[src/rtl/l1_ahb_mtx_arb_rr_burst_if.sv]
// Request/bus view and grant outputs of one L1 AHB matrix output-stage arbiter.
// master: drives requests and the output transfer; slave: the arbiter itself.
interface l1_ahb_mtx_arb_rr_burst_if;
  logic       req_port0;
  logic       req_port1;
  logic       req_port2;
  logic       HREADYM;
  logic       HSELM;
  logic [1:0] HTRANSM;
  logic [2:0] HBURSTM;
  logic       HMASTLOCKM;
  logic [1:0] addr_in_port;
  logic       no_port;
  logic       burst_active;

  modport master (
    output req_port0, req_port1, req_port2,
    output HREADYM, HSELM, HTRANSM, HBURSTM, HMASTLOCKM,
    input  addr_in_port, no_port, burst_active
  );

  modport slave (
    input  req_port0, req_port1, req_port2,
    input  HREADYM, HSELM, HTRANSM, HBURSTM, HMASTLOCKM,
    output addr_in_port, no_port, burst_active
  );
endinterface

[src/rtl/l1_ahb_mtx_arb_rr_burst.sv]
// Round-robin, burst/lock-holding arbiter for one 3-port output stage; 1-cycle grant latency, frozen while HREADYM=0.
// Optional ARB_INCR_HOLD_EN: undefined-length INCR bursts hold the grant for INCR_HOLD_MAX beats.
module l1_ahb_mtx_arb_rr_burst #(
  parameter int unsigned RESET_LAST    = 2,
  parameter int unsigned INCR_HOLD_MAX = 8
) (
  input  logic                       HCLK,
  input  logic                       HRESETn,
  l1_ahb_mtx_arb_rr_burst_if.slave   bus
);

  localparam logic [1:0] TR_IDLE   = 2'b00;
  localparam logic [1:0] TR_BUSY   = 2'b01;
  localparam logic [1:0] TR_NONSEQ = 2'b10;
  localparam logic [1:0] TR_SEQ    = 2'b11;

`ifdef ARB_INCR_HOLD_EN
  localparam logic [3:0] INCR_LOAD = 4'(INCR_HOLD_MAX - 1);
`else
  // INCR behaves like SINGLE; the hold length has no effect here.
  localparam logic [3:0] INCR_LOAD = 4'd0 & 4'(INCR_HOLD_MAX);
`endif

  logic [1:0] addr_q;
  logic       no_port_q;
  logic [1:0] last_grant;
  logic [3:0] beat_cnt;

  logic [3:0] cnt_nxt;
  logic       hold;
  logic       xfer_active;
  logic [3:0] cand;
  logic [1:0] p1, p2, p3;
  logic       win_vld;
  logic [1:0] win;

  function automatic logic [1:0] next_port(input logic [1:0] p);
    return (p >= 2'd2) ? 2'd0 : p + 2'd1;
  endfunction

  assign xfer_active = bus.HSELM && (bus.HTRANSM != TR_IDLE);

  always_comb begin
    cnt_nxt = 4'd0;
    if (xfer_active) begin
      case (bus.HTRANSM)
        TR_NONSEQ: begin
          case (bus.HBURSTM)
            3'b000:         cnt_nxt = 4'd0;
            3'b001:         cnt_nxt = INCR_LOAD;
            3'b010, 3'b011: cnt_nxt = 4'd3;
            3'b100, 3'b101: cnt_nxt = 4'd7;
            default:        cnt_nxt = 4'd15;
          endcase
        end
        TR_SEQ:  cnt_nxt = (beat_cnt != 4'd0) ? beat_cnt - 4'd1 : 4'd0;
        TR_BUSY: cnt_nxt = beat_cnt;
        default: cnt_nxt = 4'd0;
      endcase
    end
  end

  assign hold = bus.HMASTLOCKM || (cnt_nxt != 4'd0);

  // The port currently on the bus stays eligible while its transfer is still running.
  always_comb begin
    cand    = 4'b0000;
    cand[0] = bus.req_port0 || (addr_q == 2'd0 && xfer_active);
    cand[1] = bus.req_port1 || (addr_q == 2'd1 && xfer_active);
    cand[2] = bus.req_port2 || (addr_q == 2'd2 && xfer_active);
  end

  assign p1 = next_port(last_grant);
  assign p2 = next_port(p1);
  assign p3 = next_port(p2);

  always_comb begin
    win_vld = 1'b1;
    win     = addr_q;
    if (cand[p1])      win = p1;
    else if (cand[p2]) win = p2;
    else if (cand[p3]) win = p3;
    else               win_vld = 1'b0;
  end

  always_ff @(posedge HCLK or negedge HRESETn) begin
    if (!HRESETn) begin
      addr_q     <= 2'd0;
      no_port_q  <= 1'b1;
      last_grant <= 2'(RESET_LAST);
      beat_cnt   <= 4'd0;
    end else if (bus.HREADYM) begin
      beat_cnt <= cnt_nxt;
      if (hold) begin
        no_port_q <= 1'b0;
      end else if (win_vld) begin
        addr_q     <= win;
        no_port_q  <= 1'b0;
        last_grant <= win;
      end else begin
        no_port_q <= !bus.HSELM;
      end
    end
  end

  assign bus.addr_in_port = addr_q;
  assign bus.no_port      = no_port_q;
  assign bus.burst_active = (beat_cnt != 4'd0);

endmodule

[src/flat_wrapper.sv]
// flat-port wrapper written by rule: the top's interface ports become plain ports
module l1_ahb_mtx_arb_rr_burst_flat 
#(
  parameter int unsigned RESET_LAST    = 2,
  parameter int unsigned INCR_HOLD_MAX = 8
)
  (HCLK, HRESETn, bus_req_port0, bus_req_port1, bus_req_port2, bus_HREADYM, bus_HSELM, bus_HTRANSM, bus_HBURSTM, bus_HMASTLOCKM, bus_addr_in_port, bus_no_port, bus_burst_active);
  l1_ahb_mtx_arb_rr_burst_if bus_i ();
  input  logic HCLK;
  input  logic HRESETn;
  input wire logic [$bits(bus_i.req_port0)-1:0] bus_req_port0;
  input wire logic [$bits(bus_i.req_port1)-1:0] bus_req_port1;
  input wire logic [$bits(bus_i.req_port2)-1:0] bus_req_port2;
  input wire logic [$bits(bus_i.HREADYM)-1:0] bus_HREADYM;
  input wire logic [$bits(bus_i.HSELM)-1:0] bus_HSELM;
  input wire logic [$bits(bus_i.HTRANSM)-1:0] bus_HTRANSM;
  input wire logic [$bits(bus_i.HBURSTM)-1:0] bus_HBURSTM;
  input wire logic [$bits(bus_i.HMASTLOCKM)-1:0] bus_HMASTLOCKM;
  output wire logic [$bits(bus_i.addr_in_port)-1:0] bus_addr_in_port;
  output wire logic [$bits(bus_i.no_port)-1:0] bus_no_port;
  output wire logic [$bits(bus_i.burst_active)-1:0] bus_burst_active;
  assign bus_i.req_port0 = bus_req_port0;
  assign bus_i.req_port1 = bus_req_port1;
  assign bus_i.req_port2 = bus_req_port2;
  assign bus_i.HREADYM = bus_HREADYM;
  assign bus_i.HSELM = bus_HSELM;
  assign bus_i.HTRANSM = bus_HTRANSM;
  assign bus_i.HBURSTM = bus_HBURSTM;
  assign bus_i.HMASTLOCKM = bus_HMASTLOCKM;
  assign bus_addr_in_port = bus_i.addr_in_port;
  assign bus_no_port = bus_i.no_port;
  assign bus_burst_active = bus_i.burst_active;
  l1_ahb_mtx_arb_rr_burst #(.RESET_LAST(RESET_LAST), .INCR_HOLD_MAX(INCR_HOLD_MAX)) u_core (.HCLK(HCLK), .HRESETn(HRESETn), .bus(bus_i));
endmodule
[config.mk]
export PLATFORM = sky130hd
export DESIGN_NAME = l1_ahb_mtx_arb_rr_burst_flat
export DESIGN_NICKNAME = d
export VERILOG_FILES = /design/src/rtl/l1_ahb_mtx_arb_rr_burst_if.sv /design/src/rtl/l1_ahb_mtx_arb_rr_burst.sv /design/src/flat_wrapper.sv
export SDC_FILE = /design/constraint.sdc
export NUM_CORES = 1
export LEC_CHECK = 0
export CORE_UTILIZATION = 25
export CTS_BUF_LIST = sky130_fd_sc_hd__clkbuf_8
export DETAILED_ROUTE_END_ITERATION = 7
export DONT_BUFFER_PORTS = 1
export GPL_TIMING_DRIVEN = 0
export SLEW_MARGIN = 20
export SYNTH_ARGS = -nofsm -noshare
export SYNTH_HDL_FRONTEND = slang
export SYNTH_SLANG_ARGS = --single-unit
[constraint.sdc]
create_clock -name HCLK -period 5.47 [get_ports HCLK]
set_clock_uncertainty 0.05 [all_clocks]
set_input_delay 1.094 -clock HCLK [delete_from_list [all_inputs] [get_ports HCLK]]
set_output_delay 1.094 -clock HCLK [all_outputs]
set_load 0.01 [all_outputs]
==> run_results.csv, run 1 <==
group,metric,value,unit
timing,hold_viol,0,
placed_design,place_hpwl,1.21,mm
clock_tree,cts_tree,"yes",
synth,ys_warn_count,0,
timing,max_freq,389,MHz
drt,wl_per_cell,13.9,um
critical_path,ff2ff_path_depth,7,
min_path,holdPathStages,2,
drt,firstDrtPassIters,4,
synth,synth_top_cell_by_area,"dfrtp_1",
timing,hold_ws,0.448,ns
min_path,min_path_type,"flop to flop",
timing,worstMarginPinSlew,0.421,ns
status,outcome,"completed",
placed_design,gp_congestion,0.882,
synth,netlist_top_cells_count,"inv_1 (8), nor2_1 (7), dfrtp_1 (6), a21oi_1 (5), o21ai_0 (4)",
critical_path,end_kind,"output pin",
grt,use_met3,0.0306,
synth,ys_seq_area_frac,0.295,
critical_path,arrival,1.43,ns
synth,yosysMostFrequentCell,"inv_1",
drt,wl,1.54,mm
clock_tree,cts.sinks,8,
timing,finalCritPeriodShare,0.470,
placed_design,dp_slack,2.83,ns
drt,drc,0,
synth,synth-edff-count,0,
die,core,2540,sq um
die,die_h,54.4,um
placed_design,port_buffers,0,
power_and_ir_drop,vdd_drop_max,0.182,mV
synth,syn-instance-count,77,
placed_design,dp.cells,107,
grt,gr-usage-met1,0.143,
die,start_util,0.270,
timing,rsz0062_at_grt,"false",
critical_path,worstPathRequired,4.33,ns
clock_tree,clkSlewWorstSetupHoldPaths,0.05,ns
clock_tree,postCtsHoldBufs,0,
drt,num_vias,597,
job,drv_cap,0,
synth,netlist_area,687,sq um
clock_tree,post_cts_buffers,0,
timing,slew_violations,0,
clock_tree,tritoncts.num_buffers,3,
clock_tree,clk_path_buf_depth,2,
critical_path,crit_fanout,5,
grt,busiest_layer,"met2",
drt,antenna_left,0,
clock_tree,h-tree-depth,1,
synth,synth_nets,91,
cells_and_area,design_area,769,sq um
synth,syn_area_per_cell,8.92,sq um
cells_and_area,fin_nets,96,
die,rows,18,
synth,async_flop_share,1.00,
critical_path,critPathKind,"flop to output pin",
power_and_ir_drop,fin_total_pwr,255,uW
cells_and_area,final_core_util,0.302,
synth,ys_top_cells_by_area,"dfrtp_1 (22%), dfstp_2 (7.7%), inv_1 (4.4%), nor2_1 (3.8%), a21oi_1 (3.6%)",
drt,viasPerCell,5.38,
synth,synth_cell_types,45,
clock_tree,root_buffer,"clkbuf_8",
synth,yosys.area.top_type_share,0.219,
placed_design,place_area,724,sq um
die,chipWidth,54.4,um
grt,antenna_found_initial,0,
clock_tree,ctsResizeCount,0,
timing,fin_crit,2.57,ns
synth,ys_ff_latch,8,
die,die_area,2960,sq um
grt,grt_start_max_net_pins,11,
timing,timing.final.ws_setup,2.90,ns
power_and_ir_drop,powerDensity,331,nW/um^2
timing,finalSetupViolCount,0,
cells_and_area,antenna_cells,0,
cells_and_area,syn2layout_area_growth,12.0,%
grt,met2_usage,0.189,
grt,grt_pass1_vias,538,
timing,relSlewSlack,0.716,
power_and_ir_drop,p_leak,0.312,nW
grt,grt_pass1_wl,2.42,mm
synth,synth_ff_type,"dfrtp_1",
critical_path,critPathLaunchType,"flop",
cells_and_area,fin_cells,111,
drt,drt_iter0_markers,9,
timing,finalSetupTns,0,ns
cells_and_area,drive_gt1_frac,0.259,
die,boundaryPins,17,
grt,grt_overflow_total,0,
clock_tree,insertion_delay,0.24,ns
grt,grt_usage,0.118,
==> sequential cells by signal, summed over array words and instances, names as in the netlist <==
signal / flops
u_core.last_grant: 2
u_core.bus.no_port: 1
u_core.bus.addr_in_port: 1
u_core.beat_cnt: 4
==> placed cells by master, fill, tap and decap left out, types with 3 or more instances in the layout <==
cell      synthesis  layout
o21ai_0           4       4
inv_1             8       9
clkbuf_8          0       3
dfrtp_1           6       6
a21oi_1           5       5
nor2_1            7       7
==> final timing paths <==
kind	slack [ns]	from	endpoint
max in group asynchronous	4.70	HRESETn	u_core.bus.no_port$_DFFE_PN1P_
min in group asynchronous	0.50	HRESETn	u_core.beat_cnt[0]$_DFFE_PN0P_
worst min register to register	0.45	u_core.bus.no_port$_DFFE_PN1P_	u_core.bus.no_port$_DFFE_PN1P_
worst min-delay path	0.45	u_core.bus.no_port$_DFFE_PN1P_	u_core.bus.no_port$_DFFE_PN1P_
worst max register to register	3.30	u_core.beat_cnt[0]$_DFFE_PN0P_	u_core.last_grant[0]$_DFFE_PN0P_
worst max-delay path	2.90	u_core.beat_cnt[0]$_DFFE_PN0P_	bus_burst_active
==> cells by family (layout without fill, tap and decap cells) <==
kind of cell    count (synthesis)  after routing  synth area share
compound gates                 27             27             0.319
simple gates                   26             26             0.231
buf+inv                        11             15            0.0728
flops                           8              8             0.295
mux                             3              3            0.0510
fa+ha+maj                       1              1            0.0182
xor+xnor                        1              1            0.0128
==> power breakdown <==
part           switching (mW)  internal [mW]
Sequential             0.0204         0.0753
Clock                  0.0285         0.0491
Combinational          0.0372         0.0443
==> layer usage <==
layer  vias up  wire (um)  part of all wire
met5         -          0                 0
met1       285        651              0.42
met3         5         58             0.038
met2        13        797              0.52
li1        294          -                 -
met4         0         35             0.023
==> critical path, cell delays in order, from the launching register on <==
cell	delay, ns
dfrtp_1	0.43
inv_1	0.11
ha_1	0.22
or3b_4	0.43
==> layout make-up <==
cell class / instances / area [sq um]
clock inverter: 1 / 3.75
fill: 276 / 1780
tap: 30 / 37.5
sequential: 8 / 203
inverter: 8 / 30.0
buffer: 3 / 20.0
multi-input combinational: 58 / 434
clock buffer: 3 / 41.3
Note: power is estimated with default switching activity, not from simulation.
==> run 2, diff against run 1 <==
Clock period 5.47 ns to 2.1 ns, I/O delays scaled along.
==> run 2 against run 1 <==
  * Wire length grew 5.2%
  * Sequential power rose to 2.6 times the previous value
  * Via count up 2.7%
  * First-iteration DRC count rose by 22%
  * Critical endpoint is now u_core.last_grant[0]$_DFFE_PN0P_
  * Highest routed layer unchanged
==> run_results.csv, run 2 (synthesized netlist as in run 1, its figures left out) <==
group,metric,value,unit
power_and_ir_drop,pwr-share-clk,0.297,
power_and_ir_drop,p_int,452,uW
cells_and_area,drive_gt1_frac,0.286,
drt,drc,0,
cells_and_area,layout_common_cells,"inv_1 (9), nor2_1 (7), dfrtp_1 (6), a21oi_1 (5)",
critical_path,critical-path-max-stage-delay,0.42,ns
grt,grt_pass1_vias,542,
die,core,2540,sq um
clock_tree,cts.sinks,8,
clock_tree,h-tree-depth,1,
drt,firstDrtPassIters,4,
die,rows,18,
critical_path,slowest_stage,"or3b_4",
power_and_ir_drop,vdd_drop_max,0.474,mV
drt,num_vias,613,
clock_tree,clk_path_buf_depth,2,
timing,hold_viol,0,
timing,finalCritPeriodShare,0.967,
drt,wl_per_cell,14.2,um
min_path,hp-start,"bus_HMASTLOCKM",
grt,grt_start_max_net_pins,11,
timing,finalSetupViolCount,0,
drt,drt_iter0_markers,11,
power_and_ir_drop,p_sw_frac,0.345,
critical_path,arrival,2.10,ns
clock_tree,cts_tree,"yes",
die,boundaryPins,17,
power_and_ir_drop,fin_total_pwr,690,uW
job,drv_cap,0,
critical_path,crit_start,"u_core.beat_cnt[0]$_DFFE_PN0P_",
drt,antenna_left,0,
clock_tree,clkSlewWorstSetupHoldPaths,0.05,ns
timing,rsz0062_at_grt,"false",
cells_and_area,mostFrequentLayoutCell,"inv_1",
critical_path,critPathLaunchType,"flop",
grt,grt_overflow_total,0,
die,die_h,54.4,um
clock_tree,insertion_delay,0.24,ns
power_and_ir_drop,p_leak,0.328,nW
timing,slew_violations,0,
placed_design,port_buffers,0,
die,die_area,2960,sq um
power_and_ir_drop,pwr-share-seq,0.358,
critical_path,crit_chain,"inv_1, ha_4, or3b_4, nand3_4, o2111a_2, a31oi_4, mux2_4",
cells_and_area,syn2layout_area_growth,18.6,%
clock_tree,tritoncts.num_buffers,3,
placed_design,gp_congestion,0.882,
grt,grt_pass1_wl,2.46,mm
power_and_ir_drop,p_sw,238,uW
drt,wl,1.62,mm
status,outcome,"completed",
die,chipWidth,54.4,um
grt,grt_usage,0.120,
cells_and_area,design_area,815,sq um
clock_tree,root_buffer,"clkbuf_8",
critical_path,end_kind,"flop",
critical_path,worstPathRequired,2.17,ns
placed_design,place_hpwl,1.21,mm
timing,finalSetupTns,0,ns
drt,viasPerCell,5.38,
cells_and_area,regMostFlops,"u_core.beat_cnt",
cells_and_area,fin_cells,114,
grt,antenna_found_initial,0,
timing,max_freq,492,MHz
timing,worstMarginPinSlew,0.416,ns
cells_and_area,largest_reg_flops,4,
power_and_ir_drop,powerDensity,847,nW/um^2
timing,fin_crit,2.03,ns
min_path,min_path_type,"input pin to flop",
power_and_ir_drop,combPwrFrac,0.345,
cells_and_area,fillCellCount,270,
critical_path,r2r-start,"u_core.beat_cnt[0]$_DFFE_PN0P_",
cells_and_area,antenna_cells,0,
cells_and_area,reg_top3,"u_core.beat_cnt x4, u_core.last_grant x2",
critical_path,critPathKind,"flop to flop",
cells_and_area,fin_nets,99,
placed_design,place_area,724,sq um
die,start_util,0.270,
critical_path,crit_fanout,5,
placed_design,dp.cells,107,
timing,relSlewSlack,0.719,
[run 2: metrics by stage]
stage / hold slack [ns] / utilization / setup slack, ns
2_1_floorplan: 0.0744 / - / 0.134
3_3_place_gp: 0.0746 / 0.285 / -0.00831
3_5_place_dp: 0.0746 / 0.285 / -0.0510
4_1_cts: 0.313 / 0.310 / 0.00979
5_1_grt: 0.348 / 0.320 / 0.0143
6_report: 0.312 / 0.320 / 0.0684
[run 2: final cells by class]
cell class | count | area, sq um | area share
multi-input combinational | 58 | 454 | 0.558
clock inverter | 1 | 3.75 | 0.00461
buffer | 3 | 20.0 | 0.0246
tap | 30 | 37.5 | 0.0461
timing repair buffer | 3 | 25.0 | 0.0307
sequential | 8 | 203 | 0.249
inverter | 8 | 30.0 | 0.0369
clock buffer | 3 | 41.3 | 0.0507
[run 2: power groups by stage]
stage	sequential, mW	clock (mW)	combinational, mW
after floorplan	0.238	0	0.188
after global placement	0.249	0	0.206
after detailed placement	0.251	0	0.213
after CTS	0.246	0.203	0.227
after global routing	0.254	0.219	0.265
final	0.247	0.205	0.238
[run 2: worst max-delay path: cells and delay by family (launching register included)]
kind / cells / cell delay [ns]
AO/OA/AOI/OAI: 2 / 0.32
adder cells (fa/ha/maj): 1 / 0.16
buffers and inverters: 1 / 0.12
flip-flops: 1 / 0.39
multiplexers: 1 / 0.31
AND/OR/NAND/NOR: 2 / 0.55
[run 2: repair_timing]
item                                   CTS  global route
pin swaps                                0             1
gates resized for setup                  1             2
endpoints found under the hold margin    8             0
hold buffers                             1             0
setup buffers                            1             1
setup endpoints to repair                1             1
[run 2: final timing paths]
path                            slack [ns]  cells after the start                               end
worst min-delay path                  0.31                      3    u_core.bus.no_port$_DFFE_PN1P_
worst min register to register        0.45                      2    u_core.bus.no_port$_DFFE_PN1P_
min in group asynchronous             0.48                      1    u_core.beat_cnt[0]$_DFFE_PN0P_
worst max register to register        0.07                      7  u_core.last_grant[0]$_DFFE_PN0P_
max in group asynchronous             1.19                      1    u_core.bus.no_port$_DFFE_PN1P_
worst max-delay path                  0.07                      7  u_core.last_grant[0]$_DFFE_PN0P_
[run 2: layer usage]
metal | share of wire | vias to the layer above | track usage
met4 | 0.024 | 0 | 0.0641
met3 | 0.034 | 5 | 0.0306
met2 | 0.52 | 11 | 0.189
met5 | 0 | - | 0
li1 | - | 299 | -
met1 | 0.42 | 298 | 0.148
